### src/rtl/risc_pkg.sv
// Shared constants for the RISC control unit: opcodes, FSM states, bus mux selects.
package risc_pkg;

  localparam logic [3:0] OP_NOP = 4'd0;
  localparam logic [3:0] OP_ADD = 4'd1;
  localparam logic [3:0] OP_SUB = 4'd2;
  localparam logic [3:0] OP_AND = 4'd3;
  localparam logic [3:0] OP_NOT = 4'd4;
  localparam logic [3:0] OP_RD  = 4'd5;
  localparam logic [3:0] OP_WR  = 4'd6;
  localparam logic [3:0] OP_BR  = 4'd7;
  localparam logic [3:0] OP_BRZ = 4'd8;

  typedef enum logic [3:0] {
    S_IDLE, S_FET1, S_FET2, S_DEC, S_EX1,
    S_RD1, S_RD2, S_WR1, S_WR2, S_BR1, S_BR2, S_HALT
  } state_e;

  localparam logic [2:0] SEL1_R0 = 3'd0;
  localparam logic [2:0] SEL1_R1 = 3'd1;
  localparam logic [2:0] SEL1_R2 = 3'd2;
  localparam logic [2:0] SEL1_R3 = 3'd3;
  localparam logic [2:0] SEL1_PC = 3'd4;

  localparam logic [1:0] SEL2_ALU  = 2'd0;
  localparam logic [1:0] SEL2_BUS1 = 2'd1;
  localparam logic [1:0] SEL2_MEM  = 2'd2;

  function automatic logic [2:0] reg_sel1(input logic [1:0] r);
    logic [2:0] s;
    case (r)
      2'd0:    s = SEL1_R0;
      2'd1:    s = SEL1_R1;
      2'd2:    s = SEL1_R2;
      default: s = SEL1_R3;
    endcase
    return s;
  endfunction

endpackage

### src/rtl/risc_cu_decode.sv
// Instruction field split, opcode legality and one-hot destination register load map.
module risc_cu_decode
  import risc_pkg::*;
#(
  parameter int DATAWIDTH   = 8,
  parameter int opcode_size = 4
) (
  input  logic [DATAWIDTH-1:0]   instruction,
  output logic [opcode_size-1:0] opcode,
  output logic [1:0]             src,
  output logic [1:0]             dest,
  output logic                   legal,
  output logic [3:0]             ld_r_dest
);

  always_comb begin
    opcode    = instruction[DATAWIDTH-1 -: opcode_size];
    src       = instruction[3:2];
    dest      = instruction[1:0];
    legal     = (4'(opcode) <= OP_BRZ);
    ld_r_dest = 4'b0001 << dest;
  end

endmodule

### src/rtl/risc_control_unit.sv
// Micro-sequencer for the 8-bit RISC datapath: fetch, decode and execute one instruction.
// Optional: define RISC_CU_ILLEGAL_TRAP_EN to halt on illegal opcodes (default: run as NOP).
module risc_control_unit
  import risc_pkg::*;
#(
  parameter int DATAWIDTH   = 8,
  parameter int opcode_size = 4,
  parameter int sel1_size   = 3,
  parameter int sel2_size   = 2
) (
  input  logic                 clk,
  input  logic                 clr,
  input  logic [DATAWIDTH-1:0] instruction,
  input  logic                 zero_flag,
  output logic                 ld_r0,
  output logic                 ld_r1,
  output logic                 ld_r2,
  output logic                 ld_r3,
  output logic                 ld_pc,
  output logic                 inc_pc,
  output logic                 ld_ir,
  output logic                 ld_address_reg,
  output logic                 ld_reg_y,
  output logic                 ld_reg_z,
  output logic [sel1_size-1:0] sel_bus1_mux,
  output logic [sel2_size-1:0] sel_bus2_mux,
  output logic                 mem_write,
  output logic                 instr_done,
  output logic                 halted
);

  state_e state_q, state_d;

  logic [opcode_size-1:0] opcode;
  logic [1:0]             src, dest;
  logic                   legal;
  logic [3:0]             ld_r_dest;
  logic [3:0]             ld_r;
  logic [2:0]             sel1;
  logic [1:0]             sel2;

  risc_cu_decode #(
    .DATAWIDTH  (DATAWIDTH),
    .opcode_size(opcode_size)
  ) u_decode (
    .instruction(instruction),
    .opcode     (opcode),
    .src        (src),
    .dest       (dest),
    .legal      (legal),
    .ld_r_dest  (ld_r_dest)
  );

  always_ff @(posedge clk or negedge clr) begin
    if (!clr) state_q <= S_IDLE;
    else      state_q <= state_d;
  end

  always_comb begin
    state_d        = state_q;
    ld_r           = '0;
    ld_pc          = 1'b0;
    inc_pc         = 1'b0;
    ld_ir          = 1'b0;
    ld_address_reg = 1'b0;
    ld_reg_y       = 1'b0;
    ld_reg_z       = 1'b0;
    sel1           = '0;
    sel2           = '0;
    mem_write      = 1'b0;
    instr_done     = 1'b0;
    halted         = 1'b0;

    case (state_q)
      S_IDLE: state_d = S_FET1;
      S_FET1: begin
        sel1 = SEL1_PC; sel2 = SEL2_BUS1;
        ld_address_reg = 1'b1; inc_pc = 1'b1;
        state_d = S_FET2;
      end
      S_FET2: begin
        sel2 = SEL2_MEM; ld_ir = 1'b1;
        state_d = S_DEC;
      end
      S_DEC: begin
        if (!legal) begin
`ifdef RISC_CU_ILLEGAL_TRAP_EN
          state_d = S_HALT;
`else
          instr_done = 1'b1;
          state_d    = S_FET1;
`endif
        end else begin
          case (opcode)
            OP_NOP: begin
              instr_done = 1'b1; state_d = S_FET1;
            end
            OP_ADD, OP_SUB, OP_AND: begin
              sel1 = reg_sel1(src); sel2 = SEL2_BUS1; ld_reg_y = 1'b1;
              state_d = S_EX1;
            end
            OP_NOT: begin
              sel1 = reg_sel1(src); sel2 = SEL2_ALU;
              ld_reg_z = 1'b1; ld_r = ld_r_dest; instr_done = 1'b1;
              state_d = S_FET1;
            end
            OP_RD, OP_WR, OP_BR: begin
              sel1 = SEL1_PC; sel2 = SEL2_BUS1; ld_address_reg = 1'b1;
              state_d = (opcode == OP_RD) ? S_RD1 :
                        (opcode == OP_WR) ? S_WR1 : S_BR1;
            end
            OP_BRZ: begin
              if (zero_flag) begin
                sel1 = SEL1_PC; sel2 = SEL2_BUS1; ld_address_reg = 1'b1;
                state_d = S_BR1;
              end else begin
                // untaken: step PC past the inline address byte
                inc_pc = 1'b1; instr_done = 1'b1;
                state_d = S_FET1;
              end
            end
            default: state_d = S_FET1;
          endcase
        end
      end
      S_EX1: begin
        sel1 = reg_sel1(dest); sel2 = SEL2_ALU;
        ld_reg_z = 1'b1; ld_r = ld_r_dest; instr_done = 1'b1;
        state_d = S_FET1;
      end
      S_RD1, S_WR1: begin
        sel2 = SEL2_MEM; ld_address_reg = 1'b1; inc_pc = 1'b1;
        state_d = (state_q == S_RD1) ? S_RD2 : S_WR2;
      end
      S_RD2: begin
        sel2 = SEL2_MEM; ld_r = ld_r_dest; instr_done = 1'b1;
        state_d = S_FET1;
      end
      S_WR2: begin
        sel1 = reg_sel1(src); mem_write = 1'b1; instr_done = 1'b1;
        state_d = S_FET1;
      end
      S_BR1: begin
        sel2 = SEL2_MEM; ld_address_reg = 1'b1;
        state_d = S_BR2;
      end
      S_BR2: begin
        sel2 = SEL2_MEM; ld_pc = 1'b1; instr_done = 1'b1;
        state_d = S_FET1;
      end
      S_HALT: begin
`ifdef RISC_CU_ILLEGAL_TRAP_EN
        halted = 1'b1;
`endif
        state_d = S_HALT;
      end
      default: state_d = S_IDLE;
    endcase

    {ld_r3, ld_r2, ld_r1, ld_r0} = ld_r;
    sel_bus1_mux = sel1_size'(sel1);
    sel_bus2_mux = sel2_size'(sel2);
  end

endmodule

### config.mk
export PLATFORM = sky130hd
export DESIGN_NAME = risc_control_unit
export DESIGN_NICKNAME = d
export VERILOG_FILES = /design/src/rtl/risc_pkg.sv /design/src/rtl/risc_cu_decode.sv /design/src/rtl/risc_control_unit.sv
export SDC_FILE = /design/constraint.sdc
export NUM_CORES = 1
export LEC_CHECK = 0
export CAP_MARGIN = 15
export CORE_AREA = 5 5 45 47
export CTS_CLUSTER_DIAMETER = 40
export DETAILED_ROUTE_END_ITERATION = 16
export DIE_AREA = 0 0 50 52
export PLACE_DENSITY_LB_ADDON = 0.15
export SYNTH_ARGS = -nofsm -noshare
export SYNTH_HDL_FRONTEND = slang
export SYNTH_SLANG_ARGS = --single-unit
### constraint.sdc
create_clock -name clk -period 2 [get_ports clk]
set_input_delay 0.5 -clock clk [delete_from_list [all_inputs] [get_ports clk]]
set_output_delay 0.5 -clock clk [all_outputs]
set_load 0.1 [all_outputs]
==> flow_metrics.tcl <==
set metrics [dict create \
    outcome "finished, violations left" \
    violations "setup timing" \
    io_buffers 27 \
    gp_congestion 0.900 \
    regToRegSetupSlack_ns 0.56 \
    mostFrequentLayoutCells "buf_4 (22), buf_12 (17), buf_6 (8)" \
    grt_max_degree 14 \
    clk_latency_ns 0.24 \
    antenna_found_initial 1 \
    die_y_um 52 \
    grt_overflow_total 0 \
    clock_skew_ns 0.00603 \
    nFillCells 46 \
    stdcell_count 147 \
    maxCapViolCount 0 \
    cts-root-buf "clkbuf_4" \
    critPathKind "input pin to output port" \
    ys_warn_count 0 \
    cp.arrival_ns 1.69 \
    cp_max_fo 4 \
    synthesis.nets 86 \
    synth_seq_cells 4 \
    grt_pass1_vias 944 \
    h-tree-depth 1 \
    critPathLaunchType "input pin" \
    hpwl_um 1990 \
    tritoncts "yes" \
    regMostFlops "state_q" \
    layout-drive-gt1-share 0.713 \
    synthFlopType "dfrtp_1" \
    cts_buffers 3 \
    r2r_end "state_q[1]$_DFF_PN0_" \
    clock_path_buffers 2 \
    setup-tns-final_ns -1.14 \
    clock_sinks 4 \
    final.min_clock_period_ns 2.19 \
    worst_hold_path_type "input pin to asynchronous set/reset pin" \
    vias 932 \
    io_pins 29 \
    num_rows 15 \
    ys_types 34 \
    startpoint "instruction[4]" \
    die_area_mm2 0.00260 \
    netlist_area_um2 571 \
    worst_path_largest_cell_delay_ns 0.33 \
    grt_setup_unrepaired "yes" \
    fin_nets 142 \
    end_kind "output port" \
    final_antenna_net_count 0 \
    critPathSlowestCell "nor4b_4" \
    core_mm2 0.00161 \
    routed_wl_um 3750 \
    async_reset_ff_frac 1.00 \
    finalSetupViolCount 12 \
    syn_to_final_growth_pct 167 \
    start_util 0.353 \
    grt_util_all_layers 0.247 \
    dieWidth_um 50 \
    r2r_cells 4 \
    drt_iter0_drc 30 \
    largest_register_ffs 4 \
    path_cells "clkbuf_4 -> nor4b_4 -> a22oi_2 -> nor3b_4 -> buf_12" \
    grt_pass1_wl_um 4880 \
    multi_input_area_um2 688 \
    dr.pass1.iters 4 \
    final_hold_viol_count 0 \
    mostFrequentLayoutCell "buf_4" \
    slew_headroom 0.667 \
    yosysSeqAreaShare 0.175 \
    avgSynthCellArea_um2 7.61 \
    placedCellCount 134 \
    max_freq_mhz 456 \
    syn_inst 75 \
    post_drt_via_cell_ratio 6.34 \
    r2r_start "state_q[3]$_DFF_PN0_" \
    cp.required_ns 1.50 \
    drv_slew 0 \
    clkTransAtPathRegs_ns 0.04 \
    final_core_util 0.945 \
    layout_setup_ws_ns -0.195 \
    synth-edff-count 0 \
    seq_area_um2 100 \
    reg_top3 "state_q: 4 flops" \
    worst_pin_slew_ns 0.500 \
    drc 0 \
    wl_per_cell_um 25.5 \
    timing.final.crit_share 1.10 \
]
## synthesized netlist by cell type, drive strengths merged, types with 2 or more instances
master	number	area, um2
nor2	7	26.3
nand3	2	10.0
a22o	4	35.0
buf	6	43.8
a221oi	2	23.8
nand2	7	26.3
nor3	6	30.0
o21ai	2	10.0
nand2b	3	18.8
dfrtp	4	100
a31oi	3	18.8
a21oi	2	10.0
o21a	3	22.5
nor3b	4	30.0
nor2b	3	18.8
a32o	2	20.0
## how the worst max path moves through the flow
stage,to,cells past startpoint
after CTS,ld_r1,4
after global placement,sel_bus2_mux[0],7
after detailed placement,ld_r1,5
after global routing,ld_r1,5
after floorplan,ld_r1,4
final,ld_r1,5
## layout make-up
type,instances,share of cell area
multi-input combinational,64,0.451
antenna,1,0.00164
inverter,1,0.00410
tap,17,0.0139
timing repair buffer,57,0.449
clock buffer,3,0.0148
sequential,4,0.0656
## worst max-delay path: cells and delay by family
family,cells,cell delay [ns]
buffers and inverters,2,0.36
AO/OA/AOI/OAI,1,0.23
AND/OR/NAND/NOR,2,0.60
## timing repair
item / in CTS / in global routing
setup buffers: 7 / 2
hold buffers: 0 / 0
pin swaps: 13 / 5
setup endpoints to repair: 14 / 15
gates resized for setup: 38 / 13
## cell families after synthesis
| logic type | Yosys count | synth area share |
|---|---|---|
| xor gates and xnor gates | 1 | 0.0154 |
| and+or+nand+nor | 39 | 0.401 |
| other | 1 | 0.00657 |
| DFF | 4 | 0.175 |
| buffers and inverters | 7 | 0.0833 |
| AOI/OAI and AO/OA | 23 | 0.318 |
## stage by stage
| stage | instance area [um2] | worst slack, ns | hold slack (ns) |
|---|---|---|---|
| 6_report | 1530 | -0.195 | 0.466 |
| 5_1_grt | 1530 | -0.224 | 0.467 |
| 4_1_cts | 1460 | -0.119 | 0.469 |
| 3_5_place_dp | 1330 | -0.567 | 0.711 |
| 3_3_place_gp | 1330 | -0.477 | 0.705 |
| 2_1_floorplan | 769 | -0.393 | 0.204 |
## routing by layer
metal / GRT usage / routed length (um) / vias up
met4: 0.0699 / 259 / 0
met5: 0 / 0 / -
met2: 0.471 / 2020 / 66
li1: - / - / 394
met3: 0.0401 / 251 / 26
met1: 0.276 / 1210 / 446
Power is not shown: default switching activity piles up to over one toggle a cycle in this logic, so the estimate is an artifact.
